$ cat src/rtl/keypad_entry.sv
// Keypad press validator and decimal operand builder: one event per physical
// press, BCD + binary digit accumulation, '*' clears, '#' commits the operand.
module keypad_entry #(
    parameter int STABLE_CYCLES  = 27_000,
    parameter int RELEASE_CYCLES = 27_000,
    parameter int NUM_DIGITS     = 3,
    parameter int BIN_W          = 10
) (
    input  logic                              clk,
    input  logic                              n_reset,
    input  logic [3:0]                        key_code,
    input  logic                              key_pressed,
    output logic                              key_event,
    output logic [3:0]                        key_last,
    output logic [4*NUM_DIGITS-1:0]           digits_bcd,
    output logic [$clog2(NUM_DIGITS+1)-1:0]   digit_count,
    output logic                              overflow,
    output logic [BIN_W-1:0]                  operand,
    output logic                              operand_valid
);

    localparam int CMAX = (STABLE_CYCLES > RELEASE_CYCLES) ? STABLE_CYCLES : RELEASE_CYCLES;
    localparam int CW   = $clog2(CMAX + 1);
    localparam int DW   = $clog2(NUM_DIGITS + 1);
    localparam int BW   = 4 * NUM_DIGITS;

    localparam logic [CW-1:0] STAB   = CW'(STABLE_CYCLES);
    localparam logic [CW-1:0] REL    = CW'(RELEASE_CYCLES);
    localparam logic [DW-1:0] MAXD   = DW'(NUM_DIGITS);
    localparam logic [3:0]    KEY_CLR = 4'hD;
    localparam logic [3:0]    KEY_ENT = 4'hE;

    typedef enum logic [1:0] {IDLE, STABLE, ACCEPT, RELEASE} state_t;

    state_t            state_q, state_d;
    logic [CW-1:0]     cnt_q, cnt_d;
    logic [3:0]        cand_q, cand_d;
    logic              event_q, event_d;
    logic              valid_q, valid_d;
    logic [3:0]        last_q, last_d;
    logic [BW-1:0]     bcd_q, bcd_d;
    logic [BIN_W-1:0]  bin_q, bin_d;
    logic [DW-1:0]     dcnt_q, dcnt_d;
    logic              ovf_q, ovf_d;
    logic [BIN_W-1:0]  opnd_q, opnd_d;

    always_comb begin
        state_d = state_q;
        cnt_d   = cnt_q;
        cand_d  = cand_q;
        event_d = 1'b0;
        valid_d = 1'b0;
        last_d  = last_q;
        bcd_d   = bcd_q;
        bin_d   = bin_q;
        dcnt_d  = dcnt_q;
        ovf_d   = ovf_q;
        opnd_d  = opnd_q;

        case (state_q)
            IDLE: begin
                if (key_pressed) begin
                    cand_d  = key_code;
                    cnt_d   = CW'(1);
                    state_d = (cnt_d == STAB) ? ACCEPT : STABLE;
                end
            end
            STABLE: begin
                if (!key_pressed) begin
                    cnt_d   = '0;
                    state_d = IDLE;
                end else begin
                    if (key_code != cand_q) begin
                        cand_d = key_code;
                        cnt_d  = CW'(1);
                    end else begin
                        cnt_d  = cnt_q + CW'(1);
                    end
                    if (cnt_d == STAB) state_d = ACCEPT;
                end
            end
            ACCEPT: begin
                event_d = 1'b1;
                last_d  = cand_q;
                cnt_d   = '0;
                state_d = RELEASE;
                if (cand_q <= 4'd9) begin
                    if (dcnt_q < MAXD) begin
                        // Widening concat then truncating drops the oldest digit slot.
                        bcd_d  = BW'({bcd_q, cand_q});
                        bin_d  = bin_q * BIN_W'(10) + BIN_W'(cand_q);
                        dcnt_d = dcnt_q + DW'(1);
                    end else begin
                        ovf_d  = 1'b1;
                    end
                end else if (cand_q == KEY_CLR) begin
                    bcd_d  = '0;
                    bin_d  = '0;
                    dcnt_d = '0;
                    ovf_d  = 1'b0;
                end else if (cand_q == KEY_ENT && dcnt_q != '0) begin
                    opnd_d  = bin_q;
                    valid_d = 1'b1;
                    bcd_d   = '0;
                    bin_d   = '0;
                    dcnt_d  = '0;
                    ovf_d   = 1'b0;
                end
            end
            RELEASE: begin
                // Holding or re-pressing restarts the quiet window; no auto-repeat.
                cnt_d = key_pressed ? '0 : cnt_q + CW'(1);
                if (cnt_d == REL) begin
                    cnt_d   = '0;
                    state_d = IDLE;
                end
            end
            default: begin
                cnt_d   = '0;
                state_d = IDLE;
            end
        endcase
    end

    always_ff @(posedge clk or negedge n_reset) begin
        if (!n_reset) begin
            state_q <= IDLE;
            cnt_q   <= '0;
            cand_q  <= '0;
            event_q <= 1'b0;
            valid_q <= 1'b0;
            last_q  <= '0;
            bcd_q   <= '0;
            bin_q   <= '0;
            dcnt_q  <= '0;
            ovf_q   <= 1'b0;
            opnd_q  <= '0;
        end else begin
            state_q <= state_d;
            cnt_q   <= cnt_d;
            cand_q  <= cand_d;
            event_q <= event_d;
            valid_q <= valid_d;
            last_q  <= last_d;
            bcd_q   <= bcd_d;
            bin_q   <= bin_d;
            dcnt_q  <= dcnt_d;
            ovf_q   <= ovf_d;
            opnd_q  <= opnd_d;
        end
    end

    assign key_event     = event_q;
    assign operand_valid = valid_q;
    assign key_last      = last_q;
    assign digits_bcd    = bcd_q;
    assign digit_count   = dcnt_q;
    assign overflow      = ovf_q;
    assign operand       = opnd_q;

endmodule

$ cat config.mk
export PLATFORM = sky130hd
export DESIGN_NAME = keypad_entry
export DESIGN_NICKNAME = d
export VERILOG_FILES = /design/src/rtl/keypad_entry.sv
export SDC_FILE = /design/constraint.sdc
export NUM_CORES = 1
export LEC_CHECK = 0
export ABC_AREA = 1
export ABC_CLOCK_PERIOD_IN_PS = 3300
export CAP_MARGIN = 20
export CORE_MARGIN = 2
export CORE_UTILIZATION = 50
export DETAILED_ROUTE_END_ITERATION = 6
export GPL_ROUTABILITY_DRIVEN = 0
export GPL_TIMING_DRIVEN = 0
export HOLD_SLACK_MARGIN = 0.15
export PLACE_DENSITY = 0.72
export REMOVE_ABC_BUFFERS = 1
export SYNTH_ARGS = -nofsm -noshare
export SYNTH_HDL_FRONTEND = slang
export SYNTH_SLANG_ARGS = --single-unit
$ cat constraint.sdc
create_clock -name clk -period 3.3 [get_ports clk]
set_input_delay 0.33 -clock clk [delete_from_list [all_inputs] [get_ports clk]]
set_output_delay 0.33 -clock clk [all_outputs]
set_load 0.02 [all_outputs]
==> out/results.tsv <==
metric	value	unit
clock_latency	0.34	ns
finalCritPeriodShare	84.7	%
grt_pass1_vias	3083	
post_drt_wl_per_cell	14.2	µm
holdPathStages	2	
synth_area_per_cell	7.76	µm²
peakVddDrop	0.216	mV
hold_viol_final	0	
tritoncts	built	
cp_top_family	buffers and inverters	
cts_sinks	61	
met3_usage	3.51	%
crit_buf_inv	2	
grt_pass1_wl	14.3	mm
dp_hpwl	6.29	mm
final_nets	531	
regToRegStartpoint	bin_q[1]	
root_buffer	clkbuf_8	
worstPathMaxFanout	24	
port_buffers	37	
multi_input_area	0.00178	mm²
reg2reg_to	bin_q[9]	
ys_ff_latch	61	
synth_compound_area_share	11.3	%
layout_setup_ws	0.505	ns
rsz0062_at_grt	false	
synthMuxAreaShare	0	%
cts_max_path_buffers	2	
syn_area	0.00361	mm²
detail_route.wirelength	8.57	mm
initial_utilization	52.5	%
grt_max_degree	40	
dieArea	0.00791	mm²
ant_nets	0	
num_vias	3258	
fin_crit	2.79	ns
antenna_found_initial	0	
cpMostUsedCell	nand2_1	
antenna_cells	0	
yosys.area_share.simple	28.8	%
synthAdderAreaFrac	7.01	%
start_kind	input port	
synth_top_family_by_area	simple AND/OR/NAND/NOR gates	
fmax	358	MHz
worstHoldPathType	reg -> reg	
area_growth	18.8	%
holdCritStartpoint	operand[9]	
drc	0	
dr.pass1.iters	5	
die_h	88.9	µm
place_worst_setup_slack	0.271	ns
fillers	630	
met2_usage	34.6	%
mostFrequentLayoutCell	nand2_1	
worstMarginPinSlew	1.03	ns
power-per-cell-area	356	mW/mm²
crit_chain	clkdlybuf4s50_1 -> clkinv_1 -> nand2_1 -> nand4_1 -> nor2_1 -> nand3_2 -> nand2_1 -> o211ai_1	
design_area	0.00429	mm²
outcome	finished, final reports clean	
max_cap_violations	0	
regArea	0.00153	mm²
cts_setup_buffers	0	
final_core_util	62.4	%
synth_cells	465	
crit_arrival	3.01	ns
die_x	88.9	µm
r2r_cells	12	
fin_skew	0.00643	ns
min_to	operand[9]	
cpPeakStageDelay	1.08	ns
setup_viol	0	
grt_usage	23.5	%
max_slew_margin	30.9	%
crit_type	in -> reg	
ys_types	38	
drt-initial-drc-count	267	
ys_seq_area_share	42.3	%
rows	30	
drive_gt1_share	6.88	%
use_met1	34.7	%
place_area	0.00406	mm²
core_area	0.00687	mm²
final_cell_mix	nand2_1 (114), dfrtp_1 (61), inv_1 (60)	
htreeDepth	3	
overflow	0	
yosysWarningCount	0	
reg2reg_slack	0.80	ns
crit_required	3.51	ns
end_kind	flip-flop	
p_leak	1.95	nW
vias_per_cell	5.39	
cts-buffers-inserted	9	
busiest_layer	met1	
setup_tns	0	ns
synthXorXnorAreaFrac	2.19	%
io_pins	38	
clkTransAtPathRegs	0.07	ns
drv_slew	0	
critPathSlowestCell	clkdlybuf4s50_1	
[power breakdown]
group,switching (mW),internal [mW],leakage [nW]
registers,0.00459,0.750,0.798
logic,0.0348,0.0157,1.05
clock network,0.302,0.420,0.101
total,0.341,1.19,1.95
[through the flow]
stage	instances	power [mW]	hold WS, ns
after floorplan	455	0.784	0.0344
after global placement	588	0.816	0.454
after detailed placement	589	0.819	0.344
after CTS	605	1.54	0.476
after global routing	605	1.58	0.500
final	605	1.53	0.470
[metal layers]
metal  wire length [µm]  up-vias
li1                   -     1620
met1               4180     1508
met2               3720      121
met3                579        9
met4                 95        0
met5                  0        -
[worst register-to-register path, delay by kind of cell (launching register included)]
kind            cells  cell delay (ns)
compound gates      2             0.23
xor+xnor            1             0.20
fa+ha+maj           3             0.95
flops               1             0.44
simple gates        4             0.49
buf+inv             2             0.12
[Yosys cell counts, drive strengths merged]
cell type,n,area [µm²]
a21oi,10,50.1
a31oi,2,12.5
buf,3,23.8
clkbuf,7,26.3
clkinv,2,8.75
dfrtp,61,1530
fa,2,40.0
ha,17,213
inv,65,244
nand2,114,428
nand3,43,233
nand3b,4,30.0
nand4,16,100
nor2,45,194
nor3,7,46.3
o211ai,6,45.0
o21ai,36,195
o21bai,1,7.51
o221ai,2,17.5
o22ai,9,56.3
o311ai,1,8.76
o31ai,1,7.51
o32ai,1,8.76
or2,1,6.26
xnor2,2,17.5
xor2,7,61.3
[cells by family after synthesis]
group,Yosys count
simple gates,230
compound gates,69
fa+ha+maj,19
xor+xnor,9
flops,61
buf+inv,77
[registers in the layout (all words and copies together) (netlist names), named ones only]
register / count
key_event: 1
operand_valid: 1
overflow: 1
bin_q: 9
cand_q: 4
digit_count: 2
key_last: 4
state_q: 1
digits_bcd: 12
cnt_q: 15
operand: 10
[final cells by class]
class	instances	area share, %
clock buffer	9	2.89
clock inverter	6	2.07
inverter	67	5.90
multi-input combinational	327	41.5
sequential	61	35.6
tap	96	2.80
timing repair buffer	39	9.23
[worst max path at each step]
stage                            from  depth (start not counted)          to  slack [ns]
after floorplan              bin_q[1]                         11    bin_q[9]        1.00
after global placement        n_reset                          1    cnt_q[1]       -0.11
after detailed placement  key_pressed                          8  state_q[0]        0.27
after CTS                 key_pressed                          8  state_q[0]        0.64
after global routing      key_pressed                          8  state_q[0]        0.32
final                     key_pressed                          8  state_q[0]        0.51
[repair_timing]
item / CTS / global route
hold buffers: 1 / 0
resized for setup: 0 / 0
endpoints found under the setup margin: 0 / 0
endpoints found under the hold margin: 22 / 0
(Power assumes the default switching activity.)
